--- config.mk ---
export PLATFORM = sky130hd
export DESIGN_NAME = luma_filter_mac
export DESIGN_NICKNAME = d
export VERILOG_FILES = /design/src/rtl/hevc_filter_pkg.sv /design/src/rtl/flux_priority_sel.sv /design/src/rtl/luma_filter_mac.sv
export SDC_FILE = /design/constraint.sdc
export NUM_CORES = 1
export LEC_CHECK = 0
export CAP_MARGIN = 20
export CORE_MARGIN = 8
export CORE_UTILIZATION = 40
export DETAILED_ROUTE_END_ITERATION = 8
export PLACE_DENSITY_LB_ADDON = 0.3
export SYNTH_ARGS = -nofsm -noshare
export SYNTH_HDL_FRONTEND = slang
export SYNTH_SLANG_ARGS = --single-unit
--- constraint.sdc ---
create_clock -name clk -period 6.7 [get_ports clk]
set_input_delay 1.34 -clock clk [delete_from_list [all_inputs] [get_ports clk]]
set_output_delay 1.34 -clock clk [all_outputs]
set_load 0.03 [all_outputs]
--- src/rtl/hevc_filter_pkg.sv ---
// Shared definitions for the HEVC interpolation filter actors.
// Holds the tap count, the coefficient type, the luma half-sample
// coefficient table, the rounding seed and the MAC state encoding.
package hevc_filter_pkg;

    localparam int TAPS = 8;

    typedef logic signed [7:0] coeff_t;

    // Half-pel luma taps; they sum to 64, so a flat input of v yields 64*v.
    localparam coeff_t LUMA_HALF_COEFF [TAPS] = '{
        -8'sd1, 8'sd4, -8'sd11, 8'sd40, 8'sd40, -8'sd11, 8'sd4, -8'sd1
    };

    // Half of the downstream >>11 step, used as the accumulator seed when rounding.
    localparam int ROUND_OFFSET = 1024;

    typedef enum logic [1:0] {
        ST_IDLE = 2'd0,
        ST_ACC  = 2'd1,
        ST_OUT  = 2'd2
    } luma_state_e;

    function automatic coeff_t tap_coeff(input logic [2:0] k);
        return LUMA_HALF_COEFF[k];
    endfunction

endpackage

--- src/rtl/flux_priority_sel.sv ---
// Fixed-priority lane selector shared by the filter actors.
// Ports:
//   empty [FLUX]  per-lane FIFO empty flags
//   valid         at least one lane is non-empty
//   idx           lowest-numbered non-empty lane (0 when none)
module flux_priority_sel #(
    parameter int FLUX  = 2,
    parameter int IDX_W = 1
) (
    input  logic [FLUX-1:0]  empty,
    output logic             valid,
    output logic [IDX_W-1:0] idx
);

    // Scan from the top lane downwards so the lowest non-empty index is the last one kept.
    always_comb begin
        valid = 1'b0;
        idx   = {IDX_W{1'b0}};
        for (int i = FLUX - 1; i >= 0; i--) begin
            valid = valid | ~empty[i];
            idx   = empty[i] ? idx : IDX_W'(i);
        end
    end

endmodule

--- src/rtl/luma_filter_mac.sv ---
// Sequential 8-tap HEVC luma half-sample MAC actor.
// Locks onto the lowest non-empty input lane, accumulates eight samples
// against the half-pel taps and writes one unnormalised sum to the result
// FIFO feeding the >>11 shifter.
// Ports:
//   clk, rst                       clock and synchronous active-high reset
//   read_port_in_pel_empty/read/dout  FLUX first-word-fall-through sample FIFOs
//   write_port_out_pel_full/write/din result FIFO
// Build option: define LUMA_FILTER_ROUND_EN to seed the accumulator with
// ROUND_OFFSET so the downstream shift rounds to nearest instead of truncating.
module luma_filter_mac
    import hevc_filter_pkg::*;
#(
    parameter int FLUX       = 2,
    parameter int DATA_WIDTH = 32
) (
    input  logic                                 clk,
    input  logic                                 rst,
    input  logic [FLUX-1:0]                      read_port_in_pel_empty,
    output logic [FLUX-1:0]                      read_port_in_pel_read,
    input  logic [FLUX-1:0][DATA_WIDTH-1:0]      read_port_in_pel_dout,
    input  logic                                 write_port_out_pel_full,
    output logic                                 write_port_out_pel_write,
    output logic [DATA_WIDTH-1:0]                write_port_out_pel_din
);

    localparam int TAG_W = (FLUX > 1) ? $clog2(FLUX) : 1;

`ifdef LUMA_FILTER_ROUND_EN
    localparam logic [DATA_WIDTH-1:0] ACC_SEED = DATA_WIDTH'(ROUND_OFFSET);
`else
    localparam logic [DATA_WIDTH-1:0] ACC_SEED = {DATA_WIDTH{1'b0}};
`endif

    luma_state_e              state_r;
    luma_state_e              state_nxt_s;
    logic [TAG_W-1:0]         tag_r;
    logic [2:0]               k_r;
    logic [DATA_WIDTH-1:0]    acc_r;

    logic                     sel_valid_s;
    logic [TAG_W-1:0]         sel_idx_s;
    logic                     lane_ready_s;
    logic [TAG_W-1:0]         lane_s;
    logic [2:0]               tap_s;
    logic signed [DATA_WIDTH-1:0] coeff_ext_s;
    logic signed [DATA_WIDTH-1:0] sample_s;
    logic [DATA_WIDTH-1:0]    product_s;
    logic [DATA_WIDTH-1:0]    base_s;

    flux_priority_sel #(
        .FLUX  (FLUX),
        .IDX_W (TAG_W)
    ) u_sel (
        .empty (read_port_in_pel_empty),
        .valid (sel_valid_s),
        .idx   (sel_idx_s)
    );

    // In IDLE the selector picks the lane and tap 0 is applied on a fresh seed;
    // afterwards the locked lane and running accumulator are used.
    assign lane_ready_s = ~read_port_in_pel_empty[tag_r];
    assign lane_s       = (state_r == ST_IDLE) ? sel_idx_s : tag_r;
    assign tap_s        = (state_r == ST_IDLE) ? 3'd0 : k_r;
    assign base_s       = (state_r == ST_IDLE) ? ACC_SEED : acc_r;
    assign coeff_ext_s  = DATA_WIDTH'(tap_coeff(tap_s));
    assign sample_s     = $signed(read_port_in_pel_dout[lane_s]);
    // Signed product truncated to DATA_WIDTH: wraps modulo 2^DATA_WIDTH.
    assign product_s    = coeff_ext_s * sample_s;

    assign write_port_out_pel_din = acc_r;

    // State register.
    always_ff @(posedge clk) begin
        if (rst) begin
            state_r <= ST_IDLE;
        end else begin
            state_r <= state_nxt_s;
        end
    end

    // Next-state logic: lock on a lane, count eight reads, wait for room to write.
    always_comb begin
        state_nxt_s = state_r;
        case (state_r)
            ST_IDLE: begin
                if (sel_valid_s) begin
                    state_nxt_s = ST_ACC;
                end else begin
                    state_nxt_s = ST_IDLE;
                end
            end
            ST_ACC: begin
                if (lane_ready_s && (k_r == 3'd7)) begin
                    state_nxt_s = ST_OUT;
                end else begin
                    state_nxt_s = ST_ACC;
                end
            end
            ST_OUT: begin
                if (!write_port_out_pel_full) begin
                    state_nxt_s = ST_IDLE;
                end else begin
                    state_nxt_s = ST_OUT;
                end
            end
            default: state_nxt_s = ST_IDLE;
        endcase
    end

    // FIFO handshakes; suppressed during reset so nothing is consumed or emitted then.
    always_comb begin
        read_port_in_pel_read    = {FLUX{1'b0}};
        write_port_out_pel_write = 1'b0;
        case (state_r)
            ST_IDLE: begin
                if (sel_valid_s && !rst) begin
                    read_port_in_pel_read[sel_idx_s] = 1'b1;
                end else begin
                    read_port_in_pel_read = {FLUX{1'b0}};
                end
            end
            ST_ACC: begin
                if (lane_ready_s && !rst) begin
                    read_port_in_pel_read[tag_r] = 1'b1;
                end else begin
                    read_port_in_pel_read = {FLUX{1'b0}};
                end
            end
            ST_OUT: begin
                write_port_out_pel_write = ~write_port_out_pel_full & ~rst;
            end
            default: begin
                read_port_in_pel_read    = {FLUX{1'b0}};
                write_port_out_pel_write = 1'b0;
            end
        endcase
    end

    // Datapath: lane tag, tap index and accumulator advance only on a consumed sample.
    always_ff @(posedge clk) begin
        if (rst) begin
            tag_r <= {TAG_W{1'b0}};
            k_r   <= 3'd0;
            acc_r <= {DATA_WIDTH{1'b0}};
        end else begin
            case (state_r)
                ST_IDLE: begin
                    if (sel_valid_s) begin
                        tag_r <= sel_idx_s;
                        k_r   <= 3'd1;
                        acc_r <= base_s + product_s;
                    end else begin
                        tag_r <= tag_r;
                        k_r   <= k_r;
                        acc_r <= acc_r;
                    end
                end
                ST_ACC: begin
                    if (lane_ready_s) begin
                        k_r   <= k_r + 3'd1;
                        acc_r <= base_s + product_s;
                    end else begin
                        k_r   <= k_r;
                        acc_r <= acc_r;
                    end
                end
                default: begin
                    tag_r <= tag_r;
                    k_r   <= k_r;
                    acc_r <= acc_r;
                end
            endcase
        end
    end

endmodule

==> metrics.yaml, run 1 <==
cts_tree: "built"
cp-startpoint: "read_port_in_pel_empty[1]"
slew_violations: 0
start_util: 0.4086
row_count: 54
stdcell_area_um2: 12350
grt_pass1_wl_um: 41370
avgSynthCellArea_um2: 9.446
cts.sinks: 38
min_path_cells: 2
insertion_delay_ns: 0.28
vias: 7498
critPathCaptureType: "flop"
dr.pass1.iters: 4
min_from: "write_port_out_pel_din[1]$_SDFFE_PP0P_"
ys_ff_latch: 38
multi_input_area_um2: 8372
seq_area_um2: 760.7
synth_edf_count: 0
syn_to_final_growth_pct: 38.54
synth_nets: 1275
track_usage: 0.1912
dp_hpwl_um: 20740
worst_hold_path_type: "flop to flop"
grt_overflow_total: 0
wire_per_inst_um: 17.26
timing_worst_setup_path_type: "input pin to flop"
port-buffer-count: 103
slew_headroom: 0.3923
die_y_um: 165.3
coreArea_um2: 21820
drive_gt1_frac: 0.2536
clk_root_buffer_cell: "clkbuf_16"
boundaryPins: 104
seq_area_frac_synth: 0.08531
die_w_um: 165.3
yosysWarnings: 0
dp_slack_ns: -0.7586
tightest_slew_ns: 0.9116
drv_cap: 0
r2r_end: "write_port_out_pel_din[26]$_SDFFE_PP0P_"
cts_max_path_buffers: 2
gp_congestion: 0.8773
wl_um: 25460
synth_async_sr_flop_share: 0
clk_pin_slew_ns: 0.06
grt_pass1_vias: 8131
required_ns: 6.91
min_to: "write_port_out_pel_din[1]$_SDFFE_PP0P_"
route.detailed.drc: 0
outcome: "finished, final reports clean"
numCtsBuffers: 5
cts_hold_buf: 0
drtIter0Drc: 333
rsz0062_at_grt: "true"
reg2reg_from: "state_r[1]$_SDFF_PP0_"
finalHoldViolCount: 0
htree_levels: 2
reg2reg_setup_slack_ns: 0.42
layout_setup_ws_ns: 0.09805
synth_area_um2: 8917
nFillCells: 1899
final_antenna_net_count: 0
min_period_ns: 6.602
yosysUniqueCellTypes: 54
setup_viol: 0
routed_via_density: 5.083
dpl-instance-area_um2: 11480
skew_ns: 0.001798
ff2ff_path_depth: 22
syn-instance-count: 944
critPathArrivalTime_ns: 6.81
synth_top_flop_cell: "dfxtp_1"
path_max_fanout: 7
fin_crit_sh: 0.9854
fmax_mhz: 151.5
antenna-diode-count: 0
grt_max_degree: 45
grt_antenna_before_repair: 0
die-area_um2: 27330
num-nets-final: 1526
startpoint_type: "input pin"
==> critical path: stages <==
cell	delay, ns
buf_8	0.10
nor4b_4	0.29
a21oi_4	0.07
buf_12	0.17
buf_12	0.15
mux2i_4	0.27
nor2_1	0.08
buf_4	0.17
fa_1	0.48
fa_1	0.52
fa_1	0.62
fa_1	0.49
ha_4	0.25
ha_4	0.29
nand4_1	0.17
buf_4	0.19
nor4_4	0.23
o211ai_1	0.17
a21boi_1	0.19
buf_4	0.15
nor3_4	0.03
o31ai_2	0.19
nor2b_2	0.19
==> routing by layer <==
layer | track usage | up-vias | share of wire
met5 | 0 | - | 0
met4 | 0.03044 | 0 | 0.011
met3 | 0.03644 | 17 | 0.054
met2 | 0.3263 | 172 | 0.50
met1 | 0.2521 | 3749 | 0.44
li1 | - | 3560 | -
==> final cells by class <==
type,count,area share
repair buffers,282,0.1963
well taps,280,0.02836
clock buffers,6,0.01124
inverters,74,0.02248
flip-flops and latches,38,0.06158
clock inverters,1,0.002431
multi-input cells,794,0.6776
==> logic make-up after synthesis <==
kind of cell,synth area share
and+or+nand+nor,0.1618
adders and majority gates,0.5166
AOI/OAI and AO/OA,0.08798
buffers and inverters,0.05051
xor gates and xnor gates,0.05023
muxes,0.04756
DFF,0.08531
==> cell usage after synthesis, drive strengths merged, types with 2 or more instances <==
cell type,count,area (um^2)
nand3b,2,15.01
o31ai,3,22.52
or2,15,96.34
clkbuf,30,112.6
a21oi,49,256.5
xnor3,2,45.04
a31oi,5,31.28
o211ai,2,15.01
xor2,21,183.9
buf,8,60.05
fa,177,3543
nand2,71,266.5
ha,85,1064
mux2i,36,364.1
nor3b,2,15.01
and2,42,262.8
nor3,6,30.03
nor2b,5,31.28
a211oi,8,60.06
xnor2,25,219.0
a22oi,3,22.52
a221oi,2,17.52
nand3,4,20.02
a21o,22,165.2
o21bai,6,45.04
o21ai,11,55.05
inv,74,277.8
dfxtp,38,760.7
nand4,2,12.51
nor2,163,611.8
o21a,3,22.52
mux2,5,60.05
nor4,3,18.77
nor4b,2,32.53
==> how the worst max path moves through the flow <==
| stage | end | slack (ns) | cells after the start |
|---|---|---|---|
| after detailed placement | write_port_out_pel_din[31]$_SDFFE_PP0P_ | -0.76 | 23 |
| after global placement | write_port_out_pel_din[30]$_SDFFE_PP0P_ | -0.66 | 22 |
| final | write_port_out_pel_din[26]$_SDFFE_PP0P_ | 0.1 | 23 |
| after CTS | write_port_out_pel_din[26]$_SDFFE_PP0P_ | 0.02 | 25 |
| after global routing | write_port_out_pel_din[19]$_SDFFE_PP0P_ | -0.12 | 27 |
| after floorplan | write_port_out_pel_din[31]$_SDFFE_PP0P_ | -0.02 | 21 |
==> metrics by stage <==
stage / utilization / std cells / hold WS, ns / setup TNS, ns
6_report: 0.5661 / 1475 / 0.4703 / 0
5_1_grt: 0.5661 / 1475 / 0.4909 / -0.5352
4_1_cts: 0.5475 / 1466 / 0.4750 / 0
3_5_place_dp: 0.5259 / 1449 / 0.4664 / -11.06
3_3_place_gp: 0.5259 / 1449 / 0.4616 / -9.729
2_1_floorplan: - / 944 / 0.4489 / -0.01795
==> placed cells by master, fill, tap and decap left out, drive strengths merged, types with 38 or more instances in the layout <==
cell / instances
clkdlybuf4s50: 100
ha: 85
dfxtp: 38
fa: 177
nand2: 71
nor2: 163
a21oi: 49
and2: 42
buf: 181
inv: 74
==> registers in the layout, indices dropped and copies added (netlist names) <==
name and flops:
k_r 3, tag_r 1, state_r 2, write_port_out_pel_din 32
==> what timing repair did <==
action | 4_1_cts | 5_1_grt
gates resized for setup | 53 | 63
endpoints found under the setup margin | 19 | 18
buffers inserted | 10 | 9
pin swaps | 33 | 57
Power of run 1 is not shown: default switching activity piles up to over one toggle a cycle in this logic, so the estimate is an artifact.
==> run 2, diff against run 1 <==
- HOLD_SLACK_MARGIN: not set -> 0.05
==> results of run 2 <==
Same layout as run 1: the final DEF is identical, and so are final timing and power.
Power of run 2 is left out for the same reason.
